[src/rtl/stopwatch_run_ctrl.sv]
// Stopwatch run/lap/reset controller: debounces the two front-panel buttons and
// sequences counter enable/clear and display lap freeze from a 4-state FSM.

module stopwatch_btn_cond #(
  parameter int DB_CYCLES = 62500,
  parameter int DB_W      = 17
) (
  input  logic clk,
  input  logic rst,
  input  logic btn_raw,
  output logic press
);
  localparam logic [DB_W-1:0] DB_LAST = DB_W'(DB_CYCLES - 1);

  logic            s1_q, s2_q;
  logic            db_q, db_d;
  logic            arm_q, arm_d;
  logic            p_q, p_d;
  logic [DB_W-1:0] cnt_q, cnt_d;

  // Until armed, the counter measures how long the synced level has been low; a
  // button held through reset keeps it unarmed until a stable release is seen.
  always_comb begin
    cnt_d = '0;
    db_d  = db_q;
    arm_d = arm_q;
    p_d   = 1'b0;
    if (!arm_q) begin
      if (!s2_q) begin
        if (cnt_q == DB_LAST) arm_d = 1'b1;
        else                  cnt_d = cnt_q + 1'b1;
      end
    end else if (s2_q != db_q) begin
      if (cnt_q == DB_LAST) begin
        db_d = s2_q;
        p_d  = s2_q;
      end else begin
        cnt_d = cnt_q + 1'b1;
      end
    end
  end

  always_ff @(posedge clk or posedge rst) begin
    if (rst) begin
      s1_q  <= 1'b0;
      s2_q  <= 1'b0;
      db_q  <= 1'b0;
      arm_q <= 1'b0;
      p_q   <= 1'b0;
      cnt_q <= '0;
    end else begin
      s1_q  <= btn_raw;
      s2_q  <= s1_q;
      db_q  <= db_d;
      arm_q <= arm_d;
      p_q   <= p_d;
      cnt_q <= cnt_d;
    end
  end

  assign press = p_q;
endmodule

module stopwatch_run_ctrl #(
  parameter int DB_CYCLES = 62500,
  parameter int DB_W      = 17
) (
  input  logic       clk,
  input  logic       rst,
  input  logic       tick,
  input  logic       btn_ss,
  input  logic       btn_lr,
  input  logic       cnt_max,
  output logic       cnt_en,
  output logic       cnt_clr,
  output logic       disp_latch,
  output logic       disp_hold,
  output logic       run_led,
  output logic [1:0] state
);
  typedef enum logic [1:0] {
    ST_IDLE = 2'b00,
    ST_RUN  = 2'b01,
    ST_LAP  = 2'b10,
    ST_STOP = 2'b11
  } state_t;

  logic   ss_p, lr_p;
  logic   counting, max_ev;
  state_t state_q, state_d;
  logic   cnt_clr_q, cnt_clr_d;
  logic   disp_latch_q, disp_latch_d;
  logic   disp_hold_q, disp_hold_d;

  stopwatch_btn_cond #(.DB_CYCLES(DB_CYCLES), .DB_W(DB_W)) u_ss (
    .clk(clk), .rst(rst), .btn_raw(btn_ss), .press(ss_p)
  );
  stopwatch_btn_cond #(.DB_CYCLES(DB_CYCLES), .DB_W(DB_W)) u_lr (
    .clk(clk), .rst(rst), .btn_raw(btn_lr), .press(lr_p)
  );

  assign counting = (state_q == ST_RUN) || (state_q == ST_LAP);
  assign max_ev   = counting && cnt_max && tick;

  // Priority: counter full beats both presses; start/stop beats lap/reset.
  always_comb begin
    state_d      = state_q;
    cnt_clr_d    = 1'b0;
    disp_latch_d = 1'b0;
    case (state_q)
      ST_IDLE: begin
        if (ss_p)      state_d = ST_RUN;
        else if (lr_p) cnt_clr_d = 1'b1;
      end
      ST_RUN: begin
        if (max_ev || ss_p) state_d = ST_STOP;
        else if (lr_p) begin
          state_d      = ST_LAP;
          disp_latch_d = 1'b1;
        end
      end
      ST_LAP: begin
        if (max_ev || ss_p) state_d = ST_STOP;
        else if (lr_p)      state_d = ST_RUN;
      end
      ST_STOP: begin
        if (ss_p) state_d = ST_RUN;
        else if (lr_p) begin
          state_d   = ST_IDLE;
          cnt_clr_d = 1'b1;
        end
      end
      default: state_d = ST_IDLE;
    endcase
    disp_hold_d = (state_d == ST_LAP);
  end

  always_ff @(posedge clk or posedge rst) begin
    if (rst) begin
      state_q      <= ST_IDLE;
      cnt_clr_q    <= 1'b0;
      disp_latch_q <= 1'b0;
      disp_hold_q  <= 1'b0;
    end else begin
      state_q      <= state_d;
      cnt_clr_q    <= cnt_clr_d;
      disp_latch_q <= disp_latch_d;
      disp_hold_q  <= disp_hold_d;
    end
  end

  // Gated by cnt_max so the counter never wraps 999.99 -> 000.00.
  assign cnt_en     = tick && counting && !cnt_max;
  assign cnt_clr    = cnt_clr_q;
  assign disp_latch = disp_latch_q;
  assign disp_hold  = disp_hold_q;
  assign run_led    = counting;
  assign state      = state_q;
endmodule

[config.mk]
export PLATFORM = sky130hd
export DESIGN_NAME = stopwatch_run_ctrl
export DESIGN_NICKNAME = d
export VERILOG_FILES = /design/src/rtl/stopwatch_run_ctrl.sv
export SDC_FILE = /design/constraint.sdc
export NUM_CORES = 1
export LEC_CHECK = 0
export ABC_AREA = 1
export CAP_MARGIN = 20
export CORE_MARGIN = 2
export CORE_UTILIZATION = 45
export CTS_CLUSTER_SIZE = 24
export DETAILED_ROUTE_END_ITERATION = 6
export DONT_BUFFER_PORTS = 1
export PLACE_DENSITY_LB_ADDON = 0.3
export SYNTH_ARGS = -nofsm -noshare
export SYNTH_HDL_FRONTEND = slang
export SYNTH_SLANG_ARGS = --single-unit
export TNS_END_PERCENT = 10
[constraint.sdc]
create_clock -name clk -period 2.05 [get_ports clk]
set_clock_uncertainty 0.15 [all_clocks]
set_input_delay 0.3075 -clock clk [delete_from_list [all_inputs] [get_ports clk]]
set_output_delay 0.3075 -clock clk [all_outputs]
set_load 0.05 [all_outputs]
==> results of run 1 <==
==> metal layers <==
metal  vias up  routed length, µm  part of all wire, %
met5         -                  0                    0
met4         0                 73                  1.5
met3         6                214                  4.4
met2        41               2190                   45
met1       980               2420                   49
li1       1135                  -                    -
==> cell usage after synthesis (all sizes together) <==
master / number / share of area, %
nor2: 86 / 14
nand2: 84 / 13
inv: 59 / 8.3
dfrtp: 49 / 46
nand3: 30 / 5.8
o21ai: 12 / 2.4
xor2: 9 / 2.9
nand4: 8 / 1.9
a21oi: 7 / 1.4
ha: 6 / 2.8
nor3: 3 / 0.56
o21bai: 2 / 0.56
xnor2: 2 / 0.65
a31oi: 1 / 0.23
nor3b: 1 / 0.28
or2: 1 / 0.23
==> where the power goes <==
group	internal, µW	switching (µW)
clock network	275	301
registers	979	10.4
logic	25.2	48.5
total	1280	360
==> what timing repair did <==
action | 4_1_cts | 5_1_grt
hold buffers | 3 | 0
resized for setup | 0 | 0
hold endpoints to repair | 51 | 0
==> final cells by class <==
class,count,area share [%]
Clock buffer,8,3.03
Sequential cell,49,41.3
Timing Repair Buffer,8,3.12
Inverter,59,7.45
Tap cell,75,3.16
Multi-Input combinational cell,252,41.9
==> cell families after synthesis <==
kind of cell / share of synthesized area [%]
fa+ha+maj: 2.80
compound gates: 4.62
buf+inv: 8.26
flops: 45.7
simple gates: 35.0
xor+xnor: 3.59
==> stage by stage <==
stage,cell area [µm²],power [µW],util [%],setup slack (ps),cells
6_report,2970,1640,50.8,195,451
5_1_grt,2970,1730,50.8,107,451
4_1_cts,2970,1670,50.8,159,451
3_5_place_dp,2850,1080,48.7,421,440
3_3_place_gp,2850,1080,48.7,457,440
2_1_floorplan,2700,1060,-,34.7,360
==> how the worst max path moves through the flow <==
stage	start	endpoint	slack, ps	cells after the start
3_3_place_gp	u_ss.cnt_q[0]$_DFF_PP0_	u_ss.cnt_q[10]$_DFF_PP0_	460	8
2_1_floorplan	state[1]$_DFF_PP0_	cnt_en	30	4
3_5_place_dp	u_ss.cnt_q[0]$_DFF_PP0_	u_ss.cnt_q[10]$_DFF_PP0_	420	8
6_report	state[1]$_DFF_PP0_	cnt_en	190	5
4_1_cts	state[0]$_DFF_PP0_	cnt_en	160	5
5_1_grt	state[0]$_DFF_PP0_	cnt_en	110	5
==> critical path, delay by kind of cell (launching register included) <==
family                   cells  cell delay [ps]
flip-flops                   1              360
adder cells (fa/ha/maj)      1              350
AND/OR/NAND/NOR              2              200
buffers and inverters        2              190
==> cell usage in the layout, fill, tap and decap left out, types with 2 or more instances in the layout <==
cell type,synthesis,routed
buf_4,0,3
nand2_2,3,3
o21bai_1,2,2
nor2_2,9,9
ha_1,6,5
xnor2_1,2,2
buf_12,0,2
nand2_4,2,2
nor2_4,3,4
nand2_1,79,79
nor3_1,3,3
dfrtp_2,0,2
clkbuf_8,0,6
xor2_1,9,9
o21ai_1,3,3
nand4_1,8,8
a21oi_1,6,6
o21ai_0,8,8
dfrtp_1,49,47
dlygate4sd3_1,0,3
clkbuf_1,0,2
inv_1,59,58
nand3_1,29,29
nor2_1,74,73
==> results.sh, run 1 <==
export IMPL_grt_use_total_pct=17.1
export IMPL_die_h_um=81.2
export IMPL_ys_ff_latch=49
export IMPL_place_congestion=0.852
export IMPL_ant_nets=0
export IMPL_fin_crit_sh_pct=90.5
export IMPL_fp_coreArea_um2=5850
export IMPL_met3_usage_pct=3.78
export IMPL_worstHoldPathType="primary input to flip-flop"
export IMPL_multi_input_area_um2=1240
export IMPL_cts_num_sinks=49
export IMPL_syn_mean_instance_area_um2=7.45
export IMPL_met1_usage_pct=22.4
export IMPL_cts_buffers=5
export IMPL_port_buffers=0
export IMPL_grt_pass1_vias=2022
export IMPL_ff2ff_setup_slack_ps=380
export IMPL_worst_setup_path_end_kind="output port"
export IMPL_r2r_start="u_ss.cnt_q[0]$_DFF_PP0_"
export IMPL_total_leakage_power_uw=0.00132
export IMPL_placementRows=28
export IMPL_hold_ws_ps=90.9
export IMPL_peakVddDrop_v=0.000277
export IMPL_regArea_um2=1230
export IMPL_whs_path_depth=3
export IMPL_reg2regPathDepth=8
export IMPL_r2r_end="u_ss.cnt_q[10]$_DFF_PP0_"
export IMPL_min_to="disp_latch$_DFF_PP0_"
export IMPL_avgRoutedWirePerCell_um=10.9
export IMPL_drtIter0Drc=129
export IMPL_cp_arrival_ps=1400
export IMPL_totalWireLength_mm=4.90
export IMPL_clock_path_buffers=2
export IMPL_pin_count=13
export IMPL_tightest_slew_ps=479
export IMPL_cpMaxStageDelayCell="dfrtp_2"
export IMPL_initial_core_util_pct=45.9
export IMPL_slew_violations=0
export IMPL_crit_fanout=4
export IMPL_rsz0062_at_grt="false"
export IMPL_area_growth_pct=10.8
export IMPL_dieWidth_um=81.2
export IMPL_seq_area_frac_synth_pct=45.7
export IMPL_holdCritStartpoint="cnt_max"
export IMPL_grt_pass1_wl_mm=8.78
export IMPL_dp_hpwl_mm=3.66
export IMPL_min_period_ps=1860
export IMPL_nets=387
export IMPL_grt_max_degree=50
export IMPL_setup_tns_ps=0
export IMPL_viasPerCell=4.79
export IMPL_antenna_cells=0
export IMPL_cts_tree="done"
export IMPL_drtPass1Iterations=6
export IMPL_finalHoldViolCount=0
export IMPL_outcome="finished clean"
export IMPL_path_clk_slew_ps=80
export IMPL_syn_cell_area_um2=2680
export IMPL_synth_fp_nets=372
export IMPL_h_tree_depth=2
export IMPL_die_area_um2=6600
export IMPL_final_layout_size_suffix_gt1_share_pct=9.57
export IMPL_yosysWarnings=0
export IMPL_slew_headroom_pct=68.1
export IMPL_cts_setup_buffers=0
export IMPL_grt_overflow=0
export IMPL_drv_cap=0
export IMPL_slowest_delay_ps=360
export IMPL_synth_cells=360
export IMPL_critPathKind="flip-flop to output port"
export IMPL_clock_fmax_ghz=0.539
export IMPL_via_count=2162
export IMPL_power_density_nw_per_um2=552
export IMPL_insertion_delay_ps=300
export IMPL_grt_use_met2_pct=28.2
export IMPL_antenna_found_initial=0
export IMPL_cts_root_buf="clkbuf_8"
export IMPL_drc=0
export IMPL_cp_start_kind="flip-flop"
export IMPL_ys_types=24
export IMPL_critPathRequiredTime_ps=1590
export IMPL_busiest_layer="met2"
export IMPL_setup_viol=0
export IMPL_fillers=564
export IMPL_worstPathCellList="inv_1 > ha_2 > nand2_1 > nor2_4 > buf_12"
Note: power is estimated with default switching activity, not from simulation.
==> inputs of run 2 (changes only) <==
SLEW_MARGIN = 10   (was not set)
==> results of run 2 <==
Same layout as run 1: the final DEF is identical, and so are final timing and power.
==> inputs of run 3 (changes only) <==
ABC_AREA = 0   (was 1)
==> run 3 against run 2 <==
- the flow now finishes with violations (setup timing)
- final cell count decreased by 22%
- non-clock buffer count is 40 higher
- critical endpoint is now u_ss.db_q$_DFFE_PP0P_
- sequential power about the same
- worst hold slack better by 100 ps
- critical path type is now flip-flop to flip-flop
- utilization increased by 9.2 points
- via count is 15% lower
- maximum frequency fell by 14%
- largest cell class is now registers
==> results.sh, run 3 <==
export IMPL_drtIter0Drc=105
export IMPL_insertion_delay_ps=300
export IMPL_nets=294
export IMPL_drv_cap=0
export IMPL_yosysWarnings=0
export IMPL_pin_count=13
export IMPL_cts_root_buf="clkbuf_8"
export IMPL_ant_nets=0
export IMPL_antenna_found_initial=0
export IMPL_synth_edf_count=0
export IMPL_cp_arrival_ps=2200
export IMPL_grt_use_total_pct=18.1
export IMPL_avgRoutedWirePerCell_um=13.8
export IMPL_critPathRequiredTime_ps=2090
export IMPL_grt_max_degree=25
export IMPL_clock_fmax_ghz=0.462
export IMPL_area_growth_pct=29.9
export IMPL_min_period_ps=2160
export IMPL_slew_violations=0
export IMPL_ff2ff_setup_slack_ps=-110
export IMPL_setup_viol=38
export IMPL_critPathKind="flip-flop to flip-flop"
export IMPL_syn_cell_area_um2=2350
export IMPL_post_route_util_pct=60.0
export IMPL_synth_top_cell_by_area="dfrtp_1"
export IMPL_total_leakage_power_uw=0.00127
export IMPL_final_cell_mix="dfrtp_1 (47), buf_4 (39), nor2_1 (38), xnor2_1 (24), nand3_1 (14)"
export IMPL_power_uw=1800
export IMPL_viasPerCell=5.18
export IMPL_dp_hpwl_mm=3.22
export IMPL_grt_overflow=0
export IMPL_violations="setup timing"
export IMPL_final_cell_area_um2=3050
export IMPL_fp_coreArea_um2=5070
export IMPL_totalWireLength_mm=4.88
export IMPL_slew_headroom_pct=41.3
export IMPL_dp_cells=334
export IMPL_seq_area_frac_synth_pct=52.3
export IMPL_mostFrequentLayoutCell="dfrtp_1"
export IMPL_min_to="disp_latch$_DFF_PP0_"
export IMPL_cpMaxStageDelayCell="or4_4"
export IMPL_fillers=440
export IMPL_cts_num_sinks=49
export IMPL_path_clk_slew_ps=90
export IMPL_initial_core_util_pct=46.2
export IMPL_yosysTopAreaCellShare_pct=52.3
export IMPL_hold_ws_ps=193
export IMPL_r2r_end="u_ss.db_q$_DFFE_PP0P_"
export IMPL_via_count=1830
export IMPL_crit_top_cell="or4_4"
export IMPL_stdcell_count=353
export IMPL_ys_types=36
export IMPL_slowest_delay_ps=580
export IMPL_worst_setup_path_end_kind="flip-flop"
export IMPL_power_density_nw_per_um2=592
export IMPL_synthTopCellsByCount="dfrtp_1 (49), nor2_1 (43), xnor2_1 (24), nand3_1 (14)"
export IMPL_grt_pass1_wl_mm=8.55
export IMPL_die_area_um2=5810
export IMPL_cts_buffers=5
export IMPL_syn_mean_instance_area_um2=10.2
export IMPL_clock_path_buffers=2
export IMPL_worst_slack_ps=-113
export IMPL_rsz0062_at_grt="true"
export IMPL_reg2regPathDepth=4
export IMPL_peakVddDrop_v=0.000464
export IMPL_worstPathCellList="or4_4 > or4_4 > nor2_4 > mux2_4"
export IMPL_drtPass1Iterations=4
export IMPL_r2r_start="u_ss.cnt_q[3]$_DFF_PP0_"
export IMPL_crit_fanout=2
export IMPL_worstHoldPathType="primary input to flip-flop"
export IMPL_h_tree_depth=2
export IMPL_final_layout_size_suffix_gt1_share_pct=27.2
export IMPL_ys_ff_latch=49
export IMPL_async_reset_ff_share_pct=100
export IMPL_synthFlopType="dfrtp_1"
export IMPL_dpl_cell_area_um2=2730
export IMPL_dieWidth_um=76.2
export IMPL_antenna_cells=0
export IMPL_grt_pass1_vias=1856
export IMPL_critPathTopFamily="simple AND/OR/NAND/NOR gates"
export IMPL_whs_path_depth=2
export IMPL_port_buffers=0
export IMPL_tightest_slew_ps=874
export IMPL_drc=0
export IMPL_synth_most_common_cell="dfrtp_1"
export IMPL_finalHoldViolCount=0
export IMPL_synth_fp_nets=242
export IMPL_synth_area_leaders="dfrtp_1 (52%), xnor2_1 (9.0%), nor2_1 (6.9%)"
export IMPL_crit_buf_inv=0
export IMPL_holdCritStartpoint="cnt_max"
export IMPL_placementRows=26
export IMPL_place_congestion=0.820
export IMPL_startpoint="u_ss.cnt_q[3]$_DFF_PP0_"
export IMPL_cts_tree="done"
export IMPL_synth_cells=230
export IMPL_die_h_um=76.2
export IMPL_fin_crit_sh_pct=105
export IMPL_outcome="finished with violations"
export IMPL_cp_start_kind="flip-flop"
## run 3: changes by cell type after synthesis, moves of 3 or more
cell     change
nand2_1     -69
nor2_1      -31
inv_1       -49
or4_1        +3
nor4_1       +7
nor2b_1      +3
o21ai_1      -3
xnor2_1     +22
or4b_1       +3
o21ai_0      -3
xor2_1       -3
nor2_2       -9
nor3_1       +5
nand3_1     -15
## run 3: layout make-up
type | count | area [µm²] | area share, %
inverter | 10 | 37.5 | 1.23
clock buffer | 7 | 86.3 | 2.83
tap | 70 | 87.6 | 2.87
clock inverter | 1 | 30.0 | 0.986
timing repair buffer | 48 | 424 | 13.9
sequential | 49 | 1230 | 40.3
multi-input combinational | 168 | 1150 | 37.8
## run 3: cell families (layout without fill, tap and decap cells)
logic type | Yosys count | in the layout | share of synthesized area [%]
and+or+nand+nor | 115 | 116 | 25.8
DFF | 49 | 49 | 52.3
xor gates and xnor gates | 30 | 30 | 11.2
AOI/OAI and AO/OA | 14 | 14 | 3.52
buffers and inverters | 14 | 66 | 3.04
adders and majority gates | 6 | 6 | 3.20
muxes | 2 | 2 | 0.960
## run 3: worst reg2reg max path, delay by kind of cell (launching register included)
family	cells	cell delay, ps
and+or+nand+nor	3	1220
muxes	1	300
DFF	1	390
## run 3: report_power, final
part           total, µW  switching, µW  internal, µW
clock network        705            307           398
logic                109           59.2          50.0
registers            988           8.91           979
## run 3: through the flow
step | worst slack, ps | setup TNS (ps)
final | -113 | -2450
after global routing | -164 | -4370
after CTS | -111 | -2040
after detailed placement | -158 | -2730
after global placement | -117 | -2100
after floorplan | -243 | -1480
## run 3: layer usage
metal	GRT usage (%)	up-vias	wire length [µm]
met5	0	-	0
met4	6.00	0	47
met2	29.9	22	2440
met3	3.08	4	99
li1	-	894	-
met1	24.2	910	2290
## run 3: how the worst max path moves through the flow
| stage | to | slack (ps) | depth (start not counted) |
|---|---|---|---|
| floorplan | u_lr.db_q$_DFFE_PP0P_ | -240 | 5 |
| global route | u_ss.cnt_q[15]$_DFF_PP0_ | -160 | 6 |
| finish | u_ss.db_q$_DFFE_PP0P_ | -110 | 4 |
| CTS | u_ss.db_q$_DFFE_PP0P_ | -110 | 4 |
| detailed placement | u_lr.cnt_q[14]$_DFF_PP0_ | -160 | 6 |
| global placement | u_lr.cnt_q[7]$_DFF_PP0_ | -120 | 6 |
## run 3: repair_timing
action | in CTS | in global routing
setup buffers | 5 | 1
resized for setup | 15 | 6
endpoints found under the setup margin | 32 | 39
pin swaps | 11 | 2
endpoints found under the hold margin | 24 | 0
hold buffers | 3 | 0
cloned | 2 | 0
